<file path="config.mk">
export PLATFORM = sky130hd
export DESIGN_NAME = input_overlay_sequencer_flat
export DESIGN_NICKNAME = d
export VERILOG_FILES = /design/src/rtl/input_overlay_sequencer_if.sv /design/src/rtl/input_overlay_sequencer.sv /design/src/flat_wrapper.sv
export SDC_FILE = /design/constraint.sdc
export NUM_CORES = 1
export LEC_CHECK = 0
export BUFFER_PORTS_ARGS = -buffer_cell sky130_fd_sc_hd__buf_2
export CORE_MARGIN = 2
export CORE_UTILIZATION = 44
export CTS_CLUSTER_SIZE = 10
export DETAILED_ROUTE_END_ITERATION = 10
export PLACE_DENSITY = 0.8
export RECOVER_POWER = 100
export SYNTH_ARGS = -nofsm -noshare
export SYNTH_HDL_FRONTEND = slang
export SYNTH_SLANG_ARGS = --single-unit
export TNS_END_PERCENT = 20
</file>
<file path="constraint.sdc">
create_clock -name clk -period 2.4 [get_ports clk]
set_input_delay 0.12 -clock clk [delete_from_list [all_inputs] [get_ports clk]]
set_output_delay 0.12 -clock clk [all_outputs]
set_load 0.03 [all_outputs]
</file>
<file path="src/rtl/input_overlay_sequencer_if.sv">
// ----------------------------------------------------------------------------
// input_overlay_sequencer_if
// Bundles the pixel-pipeline signals of the input-viewer overlay sequencer.
//   master : VGA timing / ROM side (drives x, y, video_on, frame_start,
//            buttons, base_data, fill_data; receives row, col, rgb,
//            rgb_valid, active_buttons)
//   slave  : the sequencer itself
// Signals:
//   x, y            screen coordinates from VGA timing
//   video_on        active-video flag aligned with x/y
//   frame_start     one-cycle pulse at start of vertical blank
//   buttons         raw asynchronous button levels, 1 = pressed
//   row, col        image-local address shared by all sprite ROMs
//   base_data       base image ROM output, 1 cycle after row/col
//   fill_data       fill ROM outputs, fill i at [12i+11:12i]
//   rgb, rgb_valid  composited pixel and its valid flag
//   active_buttons  frame-latched button state
// ----------------------------------------------------------------------------
interface input_overlay_sequencer_if #(
    parameter int N_FILL = 8
) ();
    logic [9:0]          x;
    logic [9:0]          y;
    logic                video_on;
    logic                frame_start;
    logic [N_FILL-1:0]   buttons;
    logic [7:0]          row;
    logic [9:0]          col;
    logic [11:0]         base_data;
    logic [12*N_FILL-1:0] fill_data;
    logic [11:0]         rgb;
    logic                rgb_valid;
    logic [N_FILL-1:0]   active_buttons;

    modport master (
        output x, y, video_on, frame_start, buttons, base_data, fill_data,
        input  row, col, rgb, rgb_valid, active_buttons
    );

    modport slave (
        input  x, y, video_on, frame_start, buttons, base_data, fill_data,
        output row, col, rgb, rgb_valid, active_buttons
    );
endinterface

</file>
<file path="src/rtl/input_overlay_sequencer.sv">
// ----------------------------------------------------------------------------
// input_overlay_sequencer
// Maps VGA screen coordinates into image-local row/col for the input-viewer
// sprite ROMs, frame-latches (optionally debounced) button state, and
// composites the base image with per-button fill overlays into one pixel.
// Ports:
//   clk    pixel clock
//   reset  synchronous, active-high reset
//   bus    input_overlay_sequencer_if.slave (see interface header)
// Pipeline: x/y at t -> row/col at t+1 -> ROM data at t+2 -> rgb at t+3.
// Build option: define INPUT_OVERLAY_DEBOUNCE_EN to insert a per-bit
// debouncer between the synchronizer and the frame latch; without it the
// synchronizer output feeds the frame latch directly.
// ----------------------------------------------------------------------------
module input_overlay_sequencer #(
    parameter int          ORIGIN_X        = 28,
    parameter int          ORIGIN_Y        = 156,
    parameter int          IMG_W           = 584,
    parameter int          IMG_H           = 167,
    parameter int          N_FILL          = 8,
    parameter int          DEBOUNCE_CYCLES = 250000,
    parameter logic [11:0] BG_COLOR        = 12'h000
) (
    input  logic                       clk,
    input  logic                       reset,
    input_overlay_sequencer_if.slave   bus
);
    // A debounce length below one cycle has no meaning.
    if (DEBOUNCE_CYCLES < 1) begin : g_cfg_check
        $error("DEBOUNCE_CYCLES must be at least 1");
    end

    localparam logic [10:0] X_LO = 11'(ORIGIN_X);
    localparam logic [10:0] X_HI = 11'(ORIGIN_X + IMG_W);
    localparam logic [10:0] Y_LO = 11'(ORIGIN_Y);
    localparam logic [10:0] Y_HI = 11'(ORIGIN_Y + IMG_H);

    // ---------------- button path ----------------
    logic [N_FILL-1:0] sync1_q;
    logic [N_FILL-1:0] sync2_q;
    logic [N_FILL-1:0] dbnc_s;
    logic [N_FILL-1:0] active_q;

    // Two-flop synchronizer for the raw asynchronous button levels.
    always_ff @(posedge clk) begin
        if (reset) begin
            sync1_q <= '0;
            sync2_q <= '0;
        end else begin
            sync1_q <= bus.buttons;
            sync2_q <= sync1_q;
        end
    end

`ifdef INPUT_OVERLAY_DEBOUNCE_EN
    localparam int CNT_W = (DEBOUNCE_CYCLES > 1) ? $clog2(DEBOUNCE_CYCLES) : 1;
    localparam logic [CNT_W-1:0] CNT_LAST = CNT_W'(DEBOUNCE_CYCLES - 1);

    typedef enum logic {
        ST_STABLE = 1'b0,
        ST_COUNT  = 1'b1
    } dbnc_state_e;

    dbnc_state_e       dbnc_state_q [N_FILL];
    logic [CNT_W-1:0]  dbnc_cnt_q   [N_FILL];
    logic [N_FILL-1:0] accepted_q;

    // Per-bit debouncer: a change is accepted only after it has been seen
    // continuously for DEBOUNCE_CYCLES cycles; a bounce back aborts it.
    always_ff @(posedge clk) begin
        if (reset) begin
            accepted_q <= '0;
            for (int i = 0; i < N_FILL; i++) begin
                dbnc_state_q[i] <= ST_STABLE;
                dbnc_cnt_q[i]   <= '0;
            end
        end else begin
            for (int i = 0; i < N_FILL; i++) begin
                case (dbnc_state_q[i])
                    ST_STABLE: begin
                        if (sync2_q[i] != accepted_q[i]) begin
                            dbnc_state_q[i] <= ST_COUNT;
                            dbnc_cnt_q[i]   <= '0;
                        end else begin
                            dbnc_state_q[i] <= ST_STABLE;
                        end
                    end
                    ST_COUNT: begin
                        if (sync2_q[i] == accepted_q[i]) begin
                            dbnc_state_q[i] <= ST_STABLE;
                            dbnc_cnt_q[i]   <= '0;
                        end else if (dbnc_cnt_q[i] == CNT_LAST) begin
                            dbnc_state_q[i] <= ST_STABLE;
                            dbnc_cnt_q[i]   <= '0;
                            accepted_q[i]   <= sync2_q[i];
                        end else begin
                            dbnc_cnt_q[i]   <= dbnc_cnt_q[i] + CNT_W'(1);
                        end
                    end
                    default: begin
                        dbnc_state_q[i] <= ST_STABLE;
                        dbnc_cnt_q[i]   <= '0;
                    end
                endcase
            end
        end
    end

    assign dbnc_s = accepted_q;
`else
    assign dbnc_s = sync2_q;
`endif

    // Frame latch: buttons only change at frame_start so a frame never tears.
    always_ff @(posedge clk) begin
        if (reset) begin
            active_q <= '0;
        end else if (bus.frame_start) begin
            active_q <= dbnc_s;
        end else begin
            active_q <= active_q;
        end
    end

    // ---------------- pixel pipeline ----------------
    logic       in_region_s;
    logic [9:0] y_off_s;
    logic [7:0] row_d, row_q;
    logic [9:0] col_d, col_q;
    logic       vid1_q, reg1_q;
    logic       vid2_q, reg2_q;
    logic [11:0] rgb_d, rgb_q;
    logic        rgb_valid_q;
    logic        fill_hit_s;
    logic [11:0] fill_pix_s;

    // Stage 1 address generation; outside the image the ROMs see address 0.
    always_comb begin
        in_region_s = ({1'b0, bus.x} >= X_LO) && ({1'b0, bus.x} < X_HI) &&
                      ({1'b0, bus.y} >= Y_LO) && ({1'b0, bus.y} < Y_HI);
        y_off_s     = bus.y - 10'(ORIGIN_Y);
        if (in_region_s) begin
            row_d = y_off_s[7:0];
            col_d = bus.x - 10'(ORIGIN_X);
        end else begin
            row_d = 8'h00;
            col_d = 10'h000;
        end
    end

    // Stage 3 compositing: lowest-index pressed button with a non-transparent
    // fill pixel wins, otherwise the base image shows through.
    always_comb begin
        fill_hit_s = 1'b0;
        fill_pix_s = 12'h000;
        for (int i = 0; i < N_FILL; i++) begin
            if (!fill_hit_s && active_q[i] && (bus.fill_data[12*i +: 12] != 12'h000)) begin
                fill_hit_s = 1'b1;
                fill_pix_s = bus.fill_data[12*i +: 12];
            end else begin
                fill_hit_s = fill_hit_s;
            end
        end
        if (!vid2_q) begin
            rgb_d = 12'h000;
        end else if (!reg2_q) begin
            rgb_d = BG_COLOR;
        end else if (fill_hit_s) begin
            rgb_d = fill_pix_s;
        end else begin
            rgb_d = bus.base_data;
        end
    end

    // Pipeline registers; the stage-2 flags wait for the ROM read latency.
    always_ff @(posedge clk) begin
        if (reset) begin
            row_q       <= 8'h00;
            col_q       <= 10'h000;
            vid1_q      <= 1'b0;
            reg1_q      <= 1'b0;
            vid2_q      <= 1'b0;
            reg2_q      <= 1'b0;
            rgb_q       <= 12'h000;
            rgb_valid_q <= 1'b0;
        end else begin
            row_q       <= row_d;
            col_q       <= col_d;
            vid1_q      <= bus.video_on;
            reg1_q      <= in_region_s;
            vid2_q      <= vid1_q;
            reg2_q      <= reg1_q;
            rgb_q       <= rgb_d;
            rgb_valid_q <= vid2_q;
        end
    end

    assign bus.row            = row_q;
    assign bus.col            = col_q;
    assign bus.rgb            = rgb_q;
    assign bus.rgb_valid      = rgb_valid_q;
    assign bus.active_buttons = active_q;
endmodule
</file>
<file path="src/flat_wrapper.sv">
// flat-port wrapper written by rule: the top's interface ports become plain ports
module input_overlay_sequencer_flat 
#(
    parameter int          ORIGIN_X        = 28,
    parameter int          ORIGIN_Y        = 156,
    parameter int          IMG_W           = 584,
    parameter int          IMG_H           = 167,
    parameter int          N_FILL          = 8,
    parameter int          DEBOUNCE_CYCLES = 250000,
    parameter logic [11:0] BG_COLOR        = 12'h000
)
  (clk, reset, bus_x, bus_y, bus_video_on, bus_frame_start, bus_buttons, bus_base_data, bus_fill_data, bus_row, bus_col, bus_rgb, bus_rgb_valid, bus_active_buttons);
  input_overlay_sequencer_if #(.N_FILL(N_FILL)) bus_i ();
  input  logic clk;
  input  logic reset;
  input wire logic [$bits(bus_i.x)-1:0] bus_x;
  input wire logic [$bits(bus_i.y)-1:0] bus_y;
  input wire logic [$bits(bus_i.video_on)-1:0] bus_video_on;
  input wire logic [$bits(bus_i.frame_start)-1:0] bus_frame_start;
  input wire logic [$bits(bus_i.buttons)-1:0] bus_buttons;
  input wire logic [$bits(bus_i.base_data)-1:0] bus_base_data;
  input wire logic [$bits(bus_i.fill_data)-1:0] bus_fill_data;
  output wire logic [$bits(bus_i.row)-1:0] bus_row;
  output wire logic [$bits(bus_i.col)-1:0] bus_col;
  output wire logic [$bits(bus_i.rgb)-1:0] bus_rgb;
  output wire logic [$bits(bus_i.rgb_valid)-1:0] bus_rgb_valid;
  output wire logic [$bits(bus_i.active_buttons)-1:0] bus_active_buttons;
  assign bus_i.x = bus_x;
  assign bus_i.y = bus_y;
  assign bus_i.video_on = bus_video_on;
  assign bus_i.frame_start = bus_frame_start;
  assign bus_i.buttons = bus_buttons;
  assign bus_i.base_data = bus_base_data;
  assign bus_i.fill_data = bus_fill_data;
  assign bus_row = bus_i.row;
  assign bus_col = bus_i.col;
  assign bus_rgb = bus_i.rgb;
  assign bus_rgb_valid = bus_i.rgb_valid;
  assign bus_active_buttons = bus_i.active_buttons;
  input_overlay_sequencer #(.ORIGIN_X(ORIGIN_X), .ORIGIN_Y(ORIGIN_Y), .IMG_W(IMG_W), .IMG_H(IMG_H), .N_FILL(N_FILL), .DEBOUNCE_CYCLES(DEBOUNCE_CYCLES), .BG_COLOR(BG_COLOR)) u_core (.clk(clk), .reset(reset), .bus(bus_i));
endmodule
</file>
# After elaboration in Yosys (flattened, before gate mapping)
# Cells that the tools add are included.
# totals
reg_bits,59
latch_bits,0
ramBits,0
rom_bits,0
input_bits,140
out_inout_bits,39
wordCells,72
memories,0
# op_classes
add_sub_neg,2
mul,0
div,0
magnitude_cmp,4
eq_ne,0
shift,0
mux,17
n_bitwise,3
reduce_logical,35
# op_table
cell,count
12-bit 2-to-1 mux,9
12-bit nonzero test,8
1-bit logical AND,18
"10-bit by 5-bit greater-or-equal comparator with 1-bit output, second input constant",1
"10-bit by 8-bit greater-or-equal comparator with 1-bit output, second input constant",1
"10-bit < comparator, second input constant",1
"10-bit by 9-bit < comparator with 1-bit output, second input constant",1
"10-bit by 5-bit subtractor with 10-bit output, second input constant",1
1-bit 2-to-1 mux,8
"8-bit subtractor, second input constant",1
1-bit zero test,7
1-bit NOT,3
3-bit OR reduction,1
2-bit OR reduction,1

# Longest topological paths before layout
# Gate-level depths: netlist of run 1.
# depth
depth_word,32
depth_mapped,9
depth_no_buf,8

# Worst setup path before layout of run 1
# No wires, ideal clock.
# synth_timing
kind,input to register
start,in bus_fill_data[2]
end,"reg u_core.rgb_q[9], in the netlist u_core.bus.rgb[9]"
arrival_time_ns,2.004
path_slack_ns,0.319
path_stages,7
path_buffers,2
path_cell_list,or4_1 -> o31a_1 -> buf_6 -> or3_4 -> buf_6 -> a211o_1 -> a41oi_2
# synth_via
elab_chain_cells,32
# synth_rtl
item,line,text
start: declaration,flat_wrapper.sv:22,input wire logic [$bits(bus_i.fill_data)-1:0] bus_fill_data;
12-bit nonzero test *,input_overlay_sequencer.sv:157,if (!fill_hit_s && active_q[i] && (bus.fill_data[12*i +: 12] != 12'h000)) begin
1-bit logical AND *,input_overlay_sequencer.sv:157,
1-bit 2-to-1 mux,input_overlay_sequencer.sv:157,
1-bit zero test,input_overlay_sequencer.sv:157,
1-bit logical AND (2 in a row),input_overlay_sequencer.sv:157,
1-bit 2-to-1 mux,input_overlay_sequencer.sv:157,
1-bit zero test,input_overlay_sequencer.sv:157,
1-bit logical AND (2 in a row),input_overlay_sequencer.sv:157,
[... 12 more ...],n/a,
1-bit 2-to-1 mux,input_overlay_sequencer.sv:157,
1-bit zero test,input_overlay_sequencer.sv:157,
1-bit logical AND (2 in a row),input_overlay_sequencer.sv:157,
1-bit 2-to-1 mux,input_overlay_sequencer.sv:157,
1-bit zero test,input_overlay_sequencer.sv:157,
1-bit logical AND (2 in a row),input_overlay_sequencer.sv:157,
12-bit 2-to-1 mux / 1-bit 2-to-1 mux (equally long branches),input_overlay_sequencer.sv:157,
12-bit 2-to-1 mux *,input_overlay_sequencer.sv:168,end else if (fill_hit_s) begin
end signal: assignment,input_overlay_sequencer.sv:193,rgb_q <= rgb_d;
end: declaration,input_overlay_sequencer.sv:132,"logic [11:0] rgb_d, rgb_q;"
# Mark *: on every way between the ends. The rest lies on a longest branch, timed or not.
# A chain may end at the register's enable or synchronous reset.

# Worst setup path in the final report of run 1
# layout_timing
start,in bus_fill_data[25]
end,"reg u_core.rgb_q[0], in the netlist u_core.bus.rgb[0]"
# layout_via
elab_chain_cells,24
# layout_rtl
item,line
12-bit nonzero test *,input_overlay_sequencer.sv:157
1-bit logical AND *,input_overlay_sequencer.sv:157
1-bit 2-to-1 mux,input_overlay_sequencer.sv:157
1-bit zero test,input_overlay_sequencer.sv:157
1-bit logical AND (2 in a row),input_overlay_sequencer.sv:157
1-bit 2-to-1 mux,input_overlay_sequencer.sv:157
1-bit zero test,input_overlay_sequencer.sv:157
1-bit logical AND (2 in a row),input_overlay_sequencer.sv:157
[... 4 more ...],n/a
1-bit 2-to-1 mux,input_overlay_sequencer.sv:157
1-bit zero test,input_overlay_sequencer.sv:157
1-bit logical AND (2 in a row),input_overlay_sequencer.sv:157
1-bit 2-to-1 mux,input_overlay_sequencer.sv:157
1-bit zero test,input_overlay_sequencer.sv:157
1-bit logical AND (2 in a row),input_overlay_sequencer.sv:157
12-bit 2-to-1 mux / 1-bit 2-to-1 mux (equally long branches),input_overlay_sequencer.sv:157
12-bit 2-to-1 mux *,input_overlay_sequencer.sv:168
# Marked as above.

==> results of run 1 <==
-- cell type report --
class	instances	area, µm²
inverter	15	56.3
clock buffer	13	159
fill	645	2400
clock inverter	3	46.3
multi-input combinational	293	1790
timing repair buffer	207	1080
sequential	59	1180
tap	96	120
-- critical path, stage by stage --
cell,delay (ps)
buf_2,110
or4_1,530
o31ai_1,430
nand2_1,140
nor3_1,600
clkbuf_1,240
o2bb2ai_1,130
o211a_1,140
-- where the power goes --
part / total [mW] / switching [mW] / internal, mW
Clock: 0.918 / 0.379 / 0.539
Combinational: 0.393 / 0.208 / 0.185
Sequential: 1.01 / 0.0103 / 1.00
Total: 2.32 / 0.597 / 1.73
-- cells by family (layout without fill, tap and decap cells) --
family | Yosys count | after routing
buffers and inverters | 36 | 238
AND/OR/NAND/NOR | 166 | 166
AO/OA/AOI/OAI | 107 | 107
adder cells (fa/ha/maj) | 4 | 4
flip-flops | 59 | 59
XOR/XNOR | 8 | 8
multiplexers | 8 | 8
-- flip-flops by register name (all words and copies together) (netlist names) --
register                   cells
u_core.bus.active_buttons      8
u_core.bus.col                10
u_core.bus.rgb                12
u_core.bus.rgb_valid           1
u_core.bus.row                 8
u_core.dbnc_s                  8
u_core.reg1_q                  1
u_core.reg2_q                  1
u_core.sync1_q                 8
u_core.vid1_q                  1
u_core.vid2_q                  1
-- cell usage in the layout (no fill, tap or decap), types with 11 or more instances in the layout --
| cell | n |
|---|---|
| nor2_1 | 39 |
| o21ai_0 | 24 |
| buf_2 | 138 |
| a31oi_1 | 14 |
| inv_1 | 15 |
| nand3_1 | 19 |
| buf_4 | 14 |
| or4_1 | 17 |
| nand2_1 | 49 |
| clkbuf_1 | 44 |
| dlygate4sd3_1 | 12 |
| dfxtp_1 | 59 |
| nor2b_1 | 21 |
| a21oi_1 | 12 |
| clkbuf_8 | 11 |
-- final timing paths --
| path | end | cells after the start |
|---|---|---|
| setup / recovery | u_core.bus.rgb[0]$_SDFF_PP0_ | 8 |
| hold / removal | u_core.sync1_q[4]$_SDFF_PP0_ | 2 |
| setup reg to reg | u_core.bus.rgb[6]$_SDFF_PP0_ | 6 |
| hold reg to reg | u_core.vid2_q$_SDFF_PP0_ | 1 |
-- layer usage --
layer / wire (µm) / track usage, % / vias up / share of wire, %
li1: - / - / 1805 / -
met5: 0 / 0 / - / 0
met3: 1110 / 7.09 / 35 / 10
met1: 4290 / 31.4 / 1699 / 40
met2: 5040 / 46.3 / 230 / 47
met4: 392 / 11.8 / 0 / 3.6
-- metrics by stage --
step,setup slack (ps),instances,power (mW),hold slack [ps]
floorplan,319,388,1.21,192
global placement,183,658,1.41,331
detailed placement,101,658,1.41,333
CTS,434,686,2.35,1.62
global route,35.5,686,2.43,2.34
finish,229,686,2.32,7.40
==> flow_summary.ini, run 1 <==
[status]
status = finished, final reports clean

[detailed_routing]
dr.first_iter.drc_count = 278
viasPerCell = 5.49
first_pass_iters = 5
wl_um = 10800
ant_nets = 0
drc_errors = 0
route.vias.total = 3769
wire_per_inst_um = 15.8

[timing]
hold_violations = 0
rsz0062_at_grt = false
clock.fmax_ghz = 0.461
slew_viol_final = 0
final-setup-viol-count = 0
timing.final.crit_share_pct = 90.5
skew_ps = 8.60
slew_headroom_pct = 19.7
worstMarginPinSlew_ps = 1200
fin_tns_setup_ps = 0
min_period_ps = 2170

[worst_hold_path]
hold_path.class = primary input to register
worstHoldStart = bus_buttons[4]

[floorplanning]
die_h_um = 88.5
initial_core_util_pct = 46.0
die_x_um = 88.5
core_area_um2 = 6830
fp-row-count = 30
pin_count = 179
die-area_um2 = 7830

[cts]
cts-root-buf = clkbuf_8
cts_tree = built
clkSlewWorstSetupHoldPaths_ps = 70
cts_sinks = 59
htree_levels = 3
clockBufferDepth = 2
cts_buffers = 9
hold_buffers = 12
clk_latency_ps = 330
cts_resized = 0
cts_setup_buffers = 0

[synth]
synthSimpleGateAreaFrac_pct = 26.7
synthFlopType = dfxtp_1
ys_seq_elements = 59
ys_seq_area_share_pct = 37.6
synth_top_family_by_area = simple AND/OR/NAND/NOR gates
ys_top_cells_by_area = dfxtp_1 38%, nand2_1 5.9%, nor2_1 4.7%, nor2b_1 4.2%, or4_1 4.1%
netlist.area_leader.share_pct = 37.6
synth-compound-area-share_pct = 24.5
synthAdderAreaFrac_pct = 1.59
yosysWarningCount = 0
post_synth_mux_area_share_pct = 2.55
synth.distinct_cells = 53
synthCells = 388
synth_edf_count = 0
synthTopCellsByCount = 59 x dfxtp_1, 49 x nand2_1, 39 x nor2_1
syn_area_per_cell_um2 = 8.09
synth_top_area_cell = dfxtp_1
synth_nets = 532
synthArstFlopShare_pct = 0
synth_xor_area_share_pct = 2.23
yosys.cell_count.top_type = dfxtp_1
synth_area_um2 = 3140

[global_routing]
grt_pass1_wl_um = 16200
grt_usage_pct = 26.9
grt_max_degree = 30
grt_pass1_vias = 3635
grt_overflow = 0
antenna_found_initial = 0

[place]
place_congestion = 0.914
port_buffers = 178
hpwl_um = 8500
placed_area_um2 = 4190

[critical_path]
cp.required_ps = 2670
r2r-start = u_core.bus.active_buttons[7]$_SDFFE_PP0P_
crit_arrival_ps = 2440
ff2ff_setup_slack_ps = 430
crit_start = bus_fill_data[25]
worst_setup_path_start_kind = primary input
crit_type = primary input to register
crit_fanout = 7
endpoint_kind = register

[final_layout]
area_growth_pct = 41.3
drive_gt1_share_pct = 29.2
layout.nets = 729
num_antenna_cells = 0
finalInstanceArea_um2 = 4430
finish.utilization_pct = 64.9

[power_and_ir_drop]
power.density_nw_per_um2 = 524
leakage_nw = 1.95
vdd_drop_max_v = 0.000368

[run]
drv_cap = 0
No activity file was read; power rests on OpenSTA's default activity.
==> inputs of run 2 (changes only) <==
Settings changed: BUFFER_PORTS_ARGS -buffer_cell sky130_fd_sc_hd__buf_2 to -buffer_cell sky130_fd_sc_hd__clkbuf_2.
==> flow_summary.ini, run 2 (synthesized netlist as in run 1, its figures left out) <==
[timing]
worstMarginPinSlew_ps = 1220
holdWs_ps = 19.1
final-setup-viol-count = 0
hold_violations = 0
min_period_ps = 2100
timing.final.crit_share_pct = 87.4
fin_tns_setup_ps = 0
skew_ps = 8.33
rsz0062_at_grt = false
slew_headroom_pct = 18.4
clock.fmax_ghz = 0.477
slew_viol_final = 0
worst_slack_ps = 303

[floorplanning]
initial_core_util_pct = 46.0
die-area_um2 = 7830
pin_count = 179
core_area_um2 = 6830
fp-row-count = 30
die_x_um = 88.5
die_h_um = 88.5

[cts]
cts_resized = 0
cts-root-buf = clkbuf_8
htree_levels = 3
cts_buffers = 9
clk_latency_ps = 330
hold_buffers = 13
clkSlewWorstSetupHoldPaths_ps = 70
cts_sinks = 59
cts_tree = built
cts_setup_buffers = 0
clockBufferDepth = 2

[global_routing]
antenna_found_initial = 0
grt_pass1_wl_um = 16600
grt_max_degree = 30
grt_pass1_vias = 3597
grt_usage_pct = 27.8
grt_overflow = 0

[critical_path]
crit_type = primary input to register
crit_fanout = 7
endpoint_kind = register
worstReg2RegEnd = u_core.bus.rgb[8]$_SDFF_PP0_
rr_worst_depth = 6
slowest_stage = nor3_1
cp.required_ps = 2670
r2r-start = u_core.bus.active_buttons[7]$_SDFFE_PP0P_
crit_arrival_ps = 2370
crit_start = bus_fill_data[25]
worst_setup_path_start_kind = primary input
critical_path.endpoint = u_core.bus.rgb[0]$_SDFF_PP0_
slowest_delay_ps = 560
ff2ff_setup_slack_ps = 420
path_cells = clkbuf_2, or4_1, o31ai_1, nand2_1, nor3_1, clkbuf_1, o2bb2ai_1, o211a_1

[final_layout]
layout.nets = 728
finalNonFillerCells = 685
final_cell_mix = 139 x clkbuf_2, 59 x dfxtp_1, 49 x nand2_1
num_antenna_cells = 0
area_growth_pct = 41.8
drive_gt1_share_pct = 29.2
final_common_cell = clkbuf_2
largest_reg_flops = 12

[detailed_routing]
viasPerCell = 5.42
dr.first_iter.drc_count = 283
drc_errors = 0
wire_per_inst_um = 16.2
wl_um = 11100
first_pass_iters = 7
route.vias.total = 3712
ant_nets = 0

[status]
status = finished, final reports clean

[power_and_ir_drop]
leakage_nw = 1.98
power.density_nw_per_um2 = 543
vdd_drop_max_v = 0.000504

[place]
dpl.cell_count = 656
place_congestion = 0.929
hpwl_um = 8790
port_buffers = 178
dpl_worst_slack_ps = 153

[run]
drv_cap = 0

[worst_hold_path]
hold_path.class = primary input to register
[run 2: cell types whose count changed in the layout (fill, tap and decap cells not counted), moves of 2 or more]
| cell | previous run | this run |
|---|---|---|
| clkbuf_2 | 1 | 139 |
| buf_4 | 14 | 12 |
| clkbuf_1 | 44 | 42 |
| buf_2 | 138 | 0 |
[run 2: worst min path at each step]
stage                        start                           end  slack (ps)  cells past startpoint
floorplan                 bus_x[2]  u_core.bus.col[2]$_SDFF_PP0_         190                      1
global placement          bus_x[1]  u_core.bus.col[1]$_SDFF_PP0_         320                      3
detailed placement        bus_x[1]  u_core.bus.col[1]$_SDFF_PP0_         330                      3
CTS                 bus_buttons[4]  u_core.sync1_q[4]$_SDFF_PP0_           8                      2
global route        bus_buttons[4]  u_core.sync1_q[4]$_SDFF_PP0_          20                      2
finish              bus_buttons[4]  u_core.sync1_q[4]$_SDFF_PP0_          20                      2
[run 2: through the flow]
step	instance area, µm²	utilization (%)	power (mW)
floorplan	3140	-	1.21
global placement	4170	61.1	1.40
detailed placement	4170	61.1	1.41
CTS	4530	66.3	2.43
global route	4450	65.1	2.51
finish	4450	65.1	2.41
[run 2: cell type report]
cell class | count | area [µm²]
tap | 96 | 120
clock buffer | 10 | 138
sequential | 59 | 1180
fill | 633 | 2380
inverter | 15 | 56.3
multi-input combinational | 293 | 1790
timing repair buffer | 206 | 1070
clock inverter | 6 | 88.8
[run 2: critical path: cells and delay by family]
| kind | cells | cell delay (ps) |
|---|---|---|
| buffers and inverters | 2 | 330 |
| AND/OR/NAND/NOR | 3 | 1240 |
| AO/OA/AOI/OAI | 3 | 680 |
[run 2: power breakdown]
part	internal, mW	leakage [nW]	switching [mW]
clock	0.612	0.108	0.392
sequential	1.00	0.480	0.0110
combinational	0.186	1.39	0.211
[run 2: metal layers]
layer | vias to the layer above | wire length (µm) | track usage, %
met5 | - | 0 | 0
met4 | 0 | 193 | 8.82
met3 | 18 | 1070 | 7.56
met2 | 211 | 5460 | 50.5
met1 | 1674 | 4360 | 31.5
li1 | 1809 | - | -
